File: src/rtl/rf_cmd_ctrl_if.sv
// Byte-stream, register-file and UART-TX signals of the command controller.
// The slave modport is the controller's view; master is the surrounding system.
interface rf_cmd_ctrl_if #(
  parameter int WIDTH = 8,
  parameter int ADDR  = 4
);
  logic [WIDTH-1:0] rx_p_data;
  logic             rx_d_vld;
  logic [WIDTH-1:0] rd_data;
  logic             rd_data_valid;
  logic             tx_busy;
  logic             wr_en;
  logic             rd_en;
  logic [ADDR-1:0]  address;
  logic [WIDTH-1:0] wr_data;
  logic [WIDTH-1:0] tx_p_data;
  logic             tx_d_vld;
  logic             ctrl_busy;
  logic             rd_timeout;

  modport master (
    output rx_p_data, rx_d_vld, rd_data, rd_data_valid, tx_busy,
    input  wr_en, rd_en, address, wr_data, tx_p_data, tx_d_vld, ctrl_busy, rd_timeout
  );

  modport slave (
    input  rx_p_data, rx_d_vld, rd_data, rd_data_valid, tx_busy,
    output wr_en, rd_en, address, wr_data, tx_p_data, tx_d_vld, ctrl_busy, rd_timeout
  );
endinterface

File: src/rtl/rf_cmd_ctrl.sv
// Decodes {CMD_WR,addr,data} / {CMD_RD,addr} byte frames into register-file strobes
// and returns one reply byte per read, substituting ERR_BYTE if the register file never answers.
module rf_cmd_ctrl #(
  parameter int               WIDTH    = 8,
  parameter int               ADDR     = 4,
  parameter logic [WIDTH-1:0] CMD_WR   = 8'hAA,
  parameter logic [WIDTH-1:0] CMD_RD   = 8'hBB,
  parameter int               TIMEOUT  = 16,
  parameter logic [WIDTH-1:0] ERR_BYTE = 8'hEE
) (
  input  logic i_clk,
  input  logic i_rst_n,
  rf_cmd_ctrl_if.slave bus
);

  localparam int                 CNT_W   = $clog2(TIMEOUT + 1);
  localparam logic [CNT_W-1:0]   CNT_MAX = CNT_W'(TIMEOUT);
  localparam logic [CNT_W-1:0]   CNT_ONE = CNT_W'(1);

  typedef enum logic [2:0] {
    S_IDLE    = 3'd0,
    S_WR_ADDR = 3'd1,
    S_WR_DATA = 3'd2,
    S_RD_ADDR = 3'd3,
    S_RD_WAIT = 3'd4,
    S_TX_SEND = 3'd5
  } state_t;

  state_t           r_state;
  state_t           w_next_state;
  logic [CNT_W-1:0] r_cnt;
  logic [CNT_W-1:0] w_cnt;
  logic             r_wr_en;
  logic             w_wr_en;
  logic             r_rd_en;
  logic             w_rd_en;
  logic [ADDR-1:0]  r_address;
  logic [ADDR-1:0]  w_address;
  logic [WIDTH-1:0] r_wr_data;
  logic [WIDTH-1:0] w_wr_data;
  logic [WIDTH-1:0] r_tx_byte;
  logic [WIDTH-1:0] w_tx_byte;
  logic             r_timeout;
  logic             w_timeout;
  logic             r_busy;
  logic             w_tx_vld;

  // Next-state and next-output decode for the frame parser, read watchdog and TX hand-off.
  always_comb begin
    w_next_state = r_state;
    w_cnt        = r_cnt;
    w_wr_en      = 1'b0;
    w_rd_en      = 1'b0;
    w_address    = r_address;
    w_wr_data    = r_wr_data;
    w_tx_byte    = r_tx_byte;
    w_timeout    = r_timeout;
    w_tx_vld     = 1'b0;
    case (r_state)
      S_IDLE: begin
        if (bus.rx_d_vld && (bus.rx_p_data == CMD_WR)) begin
          w_next_state = S_WR_ADDR;
          w_timeout    = 1'b0;
        end else if (bus.rx_d_vld && (bus.rx_p_data == CMD_RD)) begin
          w_next_state = S_RD_ADDR;
          w_timeout    = 1'b0;
        end else begin
          w_next_state = S_IDLE;
        end
      end
      S_WR_ADDR: begin
        if (bus.rx_d_vld) begin
          w_address    = bus.rx_p_data[ADDR-1:0];
          w_next_state = S_WR_DATA;
        end else begin
          w_next_state = S_WR_ADDR;
        end
      end
      S_WR_DATA: begin
        if (bus.rx_d_vld) begin
          w_wr_data    = bus.rx_p_data;
          w_wr_en      = 1'b1;
          w_next_state = S_IDLE;
        end else begin
          w_next_state = S_WR_DATA;
        end
      end
      S_RD_ADDR: begin
        if (bus.rx_d_vld) begin
          w_address    = bus.rx_p_data[ADDR-1:0];
          w_rd_en      = 1'b1;
          w_cnt        = {CNT_W{1'b0}};
          w_next_state = S_RD_WAIT;
        end else begin
          w_next_state = S_RD_ADDR;
        end
      end
      S_RD_WAIT: begin
        // Read data is checked before expiry so a reply on the last cycle still wins.
        if (bus.rd_data_valid) begin
          w_tx_byte    = bus.rd_data;
          w_next_state = S_TX_SEND;
        end else if (r_cnt == CNT_MAX) begin
          w_tx_byte    = ERR_BYTE;
          w_timeout    = 1'b1;
          w_next_state = S_TX_SEND;
        end else begin
          w_cnt        = r_cnt + CNT_ONE;
          w_next_state = S_RD_WAIT;
        end
      end
      S_TX_SEND: begin
        if (!bus.tx_busy) begin
          w_tx_vld     = 1'b1;
          w_next_state = S_IDLE;
        end else begin
          w_next_state = S_TX_SEND;
        end
      end
      default: begin
        w_next_state = S_IDLE;
      end
    endcase
  end

  // FSM state register.
  always_ff @(posedge i_clk or negedge i_rst_n) begin
    if (!i_rst_n) begin
      r_state <= S_IDLE;
    end else begin
      r_state <= w_next_state;
    end
  end

  // Registered strobes, latched address/data/reply byte, watchdog and status flags.
  always_ff @(posedge i_clk or negedge i_rst_n) begin
    if (!i_rst_n) begin
      r_cnt     <= {CNT_W{1'b0}};
      r_wr_en   <= 1'b0;
      r_rd_en   <= 1'b0;
      r_address <= {ADDR{1'b0}};
      r_wr_data <= {WIDTH{1'b0}};
      r_tx_byte <= {WIDTH{1'b0}};
      r_timeout <= 1'b0;
      r_busy    <= 1'b0;
    end else begin
      r_cnt     <= w_cnt;
      r_wr_en   <= w_wr_en;
      r_rd_en   <= w_rd_en;
      r_address <= w_address;
      r_wr_data <= w_wr_data;
      r_tx_byte <= w_tx_byte;
      r_timeout <= w_timeout;
      r_busy    <= (w_next_state != S_IDLE);
    end
  end

  assign bus.wr_en      = r_wr_en;
  assign bus.rd_en      = r_rd_en;
  assign bus.address    = r_address;
  assign bus.wr_data    = r_wr_data;
  assign bus.tx_p_data  = r_tx_byte;
  // Qualified by the live TX_BUSY so the strobe can never coincide with a busy transmitter.
  assign bus.tx_d_vld   = w_tx_vld;
  assign bus.ctrl_busy  = r_busy;
  assign bus.rd_timeout = r_timeout;

endmodule

File: src/flat_wrapper.sv
// flat-port wrapper written by rule: the top's interface ports become plain ports
module rf_cmd_ctrl_flat 
#(
  parameter int               WIDTH    = 8,
  parameter int               ADDR     = 4,
  parameter logic [WIDTH-1:0] CMD_WR   = 8'hAA,
  parameter logic [WIDTH-1:0] CMD_RD   = 8'hBB,
  parameter int               TIMEOUT  = 16,
  parameter logic [WIDTH-1:0] ERR_BYTE = 8'hEE
)
  (i_clk, i_rst_n, bus_rx_p_data, bus_rx_d_vld, bus_rd_data, bus_rd_data_valid, bus_tx_busy, bus_wr_en, bus_rd_en, bus_address, bus_wr_data, bus_tx_p_data, bus_tx_d_vld, bus_ctrl_busy, bus_rd_timeout);
  rf_cmd_ctrl_if #(.WIDTH(WIDTH), .ADDR(ADDR)) bus_i ();
  input  logic i_clk;
  input  logic i_rst_n;
  input wire logic [$bits(bus_i.rx_p_data)-1:0] bus_rx_p_data;
  input wire logic [$bits(bus_i.rx_d_vld)-1:0] bus_rx_d_vld;
  input wire logic [$bits(bus_i.rd_data)-1:0] bus_rd_data;
  input wire logic [$bits(bus_i.rd_data_valid)-1:0] bus_rd_data_valid;
  input wire logic [$bits(bus_i.tx_busy)-1:0] bus_tx_busy;
  output wire logic [$bits(bus_i.wr_en)-1:0] bus_wr_en;
  output wire logic [$bits(bus_i.rd_en)-1:0] bus_rd_en;
  output wire logic [$bits(bus_i.address)-1:0] bus_address;
  output wire logic [$bits(bus_i.wr_data)-1:0] bus_wr_data;
  output wire logic [$bits(bus_i.tx_p_data)-1:0] bus_tx_p_data;
  output wire logic [$bits(bus_i.tx_d_vld)-1:0] bus_tx_d_vld;
  output wire logic [$bits(bus_i.ctrl_busy)-1:0] bus_ctrl_busy;
  output wire logic [$bits(bus_i.rd_timeout)-1:0] bus_rd_timeout;
  assign bus_i.rx_p_data = bus_rx_p_data;
  assign bus_i.rx_d_vld = bus_rx_d_vld;
  assign bus_i.rd_data = bus_rd_data;
  assign bus_i.rd_data_valid = bus_rd_data_valid;
  assign bus_i.tx_busy = bus_tx_busy;
  assign bus_wr_en = bus_i.wr_en;
  assign bus_rd_en = bus_i.rd_en;
  assign bus_address = bus_i.address;
  assign bus_wr_data = bus_i.wr_data;
  assign bus_tx_p_data = bus_i.tx_p_data;
  assign bus_tx_d_vld = bus_i.tx_d_vld;
  assign bus_ctrl_busy = bus_i.ctrl_busy;
  assign bus_rd_timeout = bus_i.rd_timeout;
  rf_cmd_ctrl #(.WIDTH(WIDTH), .ADDR(ADDR), .CMD_WR(CMD_WR), .CMD_RD(CMD_RD), .TIMEOUT(TIMEOUT), .ERR_BYTE(ERR_BYTE)) u_core (.i_clk(i_clk), .i_rst_n(i_rst_n), .bus(bus_i));
endmodule
File: config.mk
export PLATFORM = sky130hd
export DESIGN_NAME = rf_cmd_ctrl_flat
export DESIGN_NICKNAME = d
export VERILOG_FILES = /design/src/rtl/rf_cmd_ctrl_if.sv /design/src/rtl/rf_cmd_ctrl.sv /design/src/flat_wrapper.sv
export SDC_FILE = /design/constraint.sdc
export NUM_CORES = 1
export LEC_CHECK = 0
export CAP_MARGIN = 10
export CORE_ASPECT_RATIO = 1.75
export CORE_MARGIN = 2
export CORE_UTILIZATION = 47
export CTS_BUF_LIST = sky130_fd_sc_hd__clkbuf_4 sky130_fd_sc_hd__clkbuf_8
export CTS_CLUSTER_DIAMETER = 50
export DETAILED_ROUTE_END_ITERATION = 8
export PLACE_DENSITY = 0.81
export RECOVER_POWER = 100
export SETUP_SLACK_MARGIN = 0.15
export SYNTH_ARGS = -nofsm -noshare
export SYNTH_HDL_FRONTEND = slang
export SYNTH_SLANG_ARGS = --single-unit
File: constraint.sdc
create_clock -name i_clk -period 2.3 [get_ports i_clk]
set_clock_uncertainty 0.2 [all_clocks]
set_input_delay 0.345 -clock i_clk [delete_from_list [all_inputs] [get_ports i_clk]]
set_output_delay 0.345 -clock i_clk [all_outputs]
set_load 0.01 [all_outputs]
==> impl_metrics.xml <==
<?xml version="1.0" encoding="UTF-8"?>
<metrics>
  <group name="outcome">
    <metric name="run_status" unit="">finished, final reports clean</metric>
  </group>
  <group name="clocking">
    <metric name="max-clock-path-buffers" unit="">2</metric>
    <metric name="tritoncts_num_sinks" unit="">32</metric>
    <metric name="tritoncts" unit="">yes</metric>
    <metric name="numCtsBuffers" unit="">5</metric>
    <metric name="clk_latency" unit="ps">280</metric>
    <metric name="clock-root-buffer" unit="">clkbuf_8</metric>
    <metric name="clk_transition_reported_paths" unit="ps">60</metric>
    <metric name="clock_tree.htree_level_count" unit="">2</metric>
    <metric name="cts_setup_buffers" unit="">0</metric>
    <metric name="cts_hold_buf" unit="">0</metric>
  </group>
  <group name="final_layout">
    <metric name="design.final.nets" unit="">190</metric>
    <metric name="num_antenna_cells" unit="">0</metric>
    <metric name="syn2layout_area_growth" unit="%">40.61</metric>
    <metric name="num-fill-cells" unit="">222</metric>
    <metric name="layout-drive-gt1-share" unit="%">14.97</metric>
    <metric name="final_design_area_no_fill" unit="mm²">0.002006</metric>
  </group>
  <group name="synthesis">
    <metric name="syn_area" unit="mm²">0.001426</metric>
    <metric name="synth_top_cells_by_area" unit="">dfrtp_1 (56%), mux2_2 (11%), o22a_1 (3.7%), a32o_1 (2.1%), nor3b_1 (2.1%)</metric>
    <metric name="seq_area_frac_synth" unit="%">56.14</metric>
    <metric name="synth_top_flop_cell" unit="">dfrtp_1</metric>
    <metric name="postSynthNetCount" unit="">137</metric>
    <metric name="synth.yosys.warnings" unit="">0</metric>
    <metric name="async_reset_ff_share" unit="%">100.0</metric>
    <metric name="syn_area_per_cell" unit="µm²">12.51</metric>
    <metric name="netlist-cell-type-count" unit="">34</metric>
    <metric name="synth-edff-count" unit="">0</metric>
    <metric name="synth_top_cell_by_area" unit="">dfrtp_1</metric>
    <metric name="ys_seq_elements" unit="">32</metric>
    <metric name="portion_of_synthesized_cell_area_occupied_by_the_leading_cell_type" unit="%">56.14</metric>
    <metric name="netlist_instances" unit="">114</metric>
  </group>
  <group name="sta">
    <metric name="final_report_max_slew_violation_count" unit="">0</metric>
    <metric name="timing_limited_maximum_frequency" unit="MHz">486.8</metric>
    <metric name="worst_slew_margin_rel" unit="%">46.92</metric>
    <metric name="tightestPinTransition" unit="ps">796.2</metric>
    <metric name="sum_of_negative_setup_slack" unit="ps">0</metric>
    <metric name="setup_repair_after_global_routing_missed_its_margin" unit="">no</metric>
    <metric name="timing.final.crit_share" unit="%">89.32</metric>
    <metric name="finalHoldViolCount" unit="">0</metric>
    <metric name="setup_viol" unit="">0</metric>
    <metric name="final_period_minus_worst_setup_slack" unit="ps">2054</metric>
  </group>
  <group name="setup_path">
    <metric name="critical_path.cell_chain" unit="">dlygate4sd3_1 &gt; nand2b_1 &gt; nor3_1 &gt; dlygate4sd2_1</metric>
    <metric name="reg2reg_setup_slack" unit="ps">300</metric>
    <metric name="timing_worst_setup_path_type" unit="">input port to output port</metric>
    <metric name="r2r-start" unit="">u_core.r_cnt[0]</metric>
    <metric name="setup.worst_path.start_class" unit="">input port</metric>
    <metric name="cp_num_buf_inv" unit="">2</metric>
    <metric name="r2r.worst_path.cells" unit="">6</metric>
    <metric name="crit_arrival" unit="ps">1510</metric>
    <metric name="worstPathRequired" unit="ps">1750</metric>
    <metric name="critPathCaptureType" unit="">output port</metric>
    <metric name="cp_slowest_stage_delay" unit="ps">560</metric>
    <metric name="cp_max_fo" unit="">3</metric>
    <metric name="worstReg2RegEnd" unit="">u_core.bus.tx_p_data[1]</metric>
    <metric name="crit_family" unit="">buffers and inverters</metric>
    <metric name="critical_path_s_slowest_cell" unit="">dlygate4sd3_1</metric>
  </group>
  <group name="grt">
    <metric name="pin_count_of_the_biggest_net_entering_global_routing" unit="">33</metric>
    <metric name="first_global_vias" unit="">1219</metric>
    <metric name="grt_util_all_layers" unit="%">21.02</metric>
    <metric name="first_pass_grt_wire_length" unit="mm">5.340</metric>
    <metric name="number_of_antenna_violations_at_the_first_check_in_global_routing" unit="">0</metric>
    <metric name="grt.overflow.total" unit="">0</metric>
  </group>
  <group name="placed_design">
    <metric name="numPortBuffers" unit="">45</metric>
    <metric name="finalWeightedCongestion" unit="">0.8208</metric>
    <metric name="place.detailed.hpwl" unit="mm">2.499</metric>
    <metric name="dpl_cell_area" unit="mm²">0.001933</metric>
  </group>
  <group name="detailed_routing">
    <metric name="vias_after_detailed_routing" unit="">1118</metric>
    <metric name="drt.antenna.violating_nets" unit="">0</metric>
    <metric name="route.detailed.vias_per_inst" unit="">5.733</metric>
    <metric name="drc_errors" unit="">0</metric>
    <metric name="drt_pass1_iterations" unit="">4</metric>
    <metric name="drt_iter0_markers" unit="">12</metric>
    <metric name="routed_wl" unit="mm">3.300</metric>
    <metric name="drt-wirelength-per-cell" unit="µm">16.92</metric>
  </group>
  <group name="power_and_ir_drop">
    <metric name="sw_frac_of_total" unit="%">23.56</metric>
    <metric name="share_comb_of_total_power" unit="%">18.7</metric>
    <metric name="p_seq_share" unit="%">47.6</metric>
    <metric name="powerDensity" unit="mW/mm²">682.9</metric>
    <metric name="ir_worst_vdd" unit="µV">541.2</metric>
    <metric name="power.leakage" unit="nW">0.9756</metric>
    <metric name="cell_internal_pwr" unit="mW">1.047</metric>
    <metric name="power.net_switching" unit="µW">322.6</metric>
    <metric name="clock_power_share" unit="%">33.7</metric>
  </group>
  <group name="floorplanning">
    <metric name="start_util" unit="%">49.27</metric>
    <metric name="placementRows" unit="">26</metric>
    <metric name="ioPinCount" unit="">46</metric>
    <metric name="dieArea" unit="mm²">0.003509</metric>
    <metric name="core_area" unit="mm²">0.002895</metric>
    <metric name="die_height" unit="µm">76.88</metric>
    <metric name="die_width" unit="µm">45.65</metric>
  </group>
  <group name="worst_hold_path">
    <metric name="worstHoldStart" unit="">u_core.bus.tx_p_data[0]</metric>
    <metric name="timing.hold.worst.class" unit="">flip-flop to flip-flop</metric>
    <metric name="min_delay_path_depth" unit="">1</metric>
    <metric name="hold_path_end" unit="">u_core.bus.tx_p_data[0]</metric>
  </group>
  <group name="job">
    <metric name="drv.max_cap_violation_count" unit="">0</metric>
  </group>
</metrics>
==> routing by layer <==
layer / routed length (µm) / vias up / GRT usage, % / part of all wire [%]
li1: - / 527 / - / -
met1: 1185 / 551 / 20.19 / 36
met2: 1891 / 33 / 38.31 / 57
met3: 161 / 7 / 6.118 / 4.9
met4: 61 / 0 / 8.529 / 1.8
met5: 0 / - / 0 / 0
==> power groups by stage <==
stage | clock [mW] | combinational, mW | sequential, mW
2_1_floorplan | 0 | 0.0697 | 0.691
3_3_place_gp | 0 | 0.283 | 0.663
3_5_place_dp | 0 | 0.286 | 0.665
4_1_cts | 0.475 | 0.288 | 0.656
5_1_grt | 0.499 | 0.274 | 0.658
6_report | 0.461 | 0.256 | 0.652
==> state kept, by name, indices dropped and copies added (netlist names) <==
| register | cells |
|---|---|
| u_core.bus.tx_p_data | 8 |
| u_core.bus.wr_data | 8 |
| u_core.r_cnt | 5 |
| u_core.bus.address | 4 |
| u_core.r_state | 3 |
| u_core.bus.ctrl_busy | 1 |
| u_core.bus.rd_en | 1 |
| u_core.bus.rd_timeout | 1 |
| u_core.bus.wr_en | 1 |
==> worst register-to-register path, delay by kind of cell (launching register included) <==
kind,cells,cell delay (ps)
AO/OA/AOI/OAI,2,430
adder cells (fa/ha/maj),1,170
buffers and inverters,2,310
flip-flops,1,430
AND/OR/NAND/NOR,1,420
==> cell usage after synthesis, types with 2 or more instances <==
cell     instances
nand4_1          2
ha_1             2
a32o_1           3
o21ai_0          5
and3b_1          2
mux2_2          14
nand2_1          5
nor3b_1          4
nor2b_1          2
a21oi_1          3
and4b_1          2
nor3_1           2
a21o_1           2
nand3_1          2
o22a_1           6
inv_1            5
buf_2            4
nor2_1           2
dfrtp_1         32
==> worst max-delay path by stage <==
stage / slack, ps / from / cells past startpoint / end
final: 250 / bus_tx_busy / 4 / bus_tx_d_vld
after global routing: 170 / u_core.r_cnt[0] / 6 / u_core.bus.tx_p_data[2]
after CTS: 360 / u_core.r_cnt[0] / 6 / u_core.bus.tx_p_data[1]
after detailed placement: 90 / bus_tx_busy / 4 / bus_tx_d_vld
after global placement: 80 / bus_tx_busy / 4 / bus_tx_d_vld
after floorplan: 470 / u_core.r_cnt[0] / 5 / u_core.bus.tx_p_data[0]
==> final cells by class <==
class | count | area, µm² | share of cell area (%)
inverters | 5 | 18.77 | 0.9357
clock buffers | 7 | 96.34 | 4.804
repair buffers | 51 | 473.0 | 23.58
multi-input cells | 72 | 579.3 | 28.88
flip-flops and latches | 32 | 803.3 | 40.05
well taps | 28 | 35.03 | 1.747
==> cell families after synthesis <==
group                    Yosys count  synth area share, %
buffers and inverters             10                2.982
flip-flops                        32                56.14
adder cells (fa/ha/maj)            2                1.754
AND/OR/NAND/NOR                   31                15.09
multiplexers                      14                11.05
AO/OA/AOI/OAI                     24                12.37
XOR/XNOR                           1               0.6141
==> metrics by stage <==
stage | utilization [%] | setup slack [ps] | total power [mW] | std cells | hold WS (ps)
after floorplan | - | 465.5 | 0.7603 | 114 | -150.6
after global placement | 66.77 | 80.21 | 0.9452 | 188 | 285.4
after detailed placement | 66.77 | 88.04 | 0.9510 | 188 | 288.4
after CTS | 70.14 | 357.6 | 1.419 | 195 | 277.9
after global routing | 69.27 | 174.2 | 1.432 | 195 | 316.9
final | 69.27 | 245.6 | 1.370 | 195 | 293.4
==> layout by cell type, fill, tap and decap left out, types with 3 or more instances in the layout <==
cell,n
mux2_2,14
a21oi_1,3
nor3b_1,4
o21ai_0,5
o22a_1,6
clkbuf_8,7
a32o_1,3
dfrtp_1,30
nand2_1,5
dlygate4sd3_1,27
clkdlybuf4s50_1,17
clkbuf_1,5
inv_1,5
==> repair_timing <==
item / CTS / global route
gates resized for setup: 3 / 0
endpoints found under the setup margin: 1 / 0
endpoints found under the hold margin: 0 / 0
(Power assumes the default switching activity.)
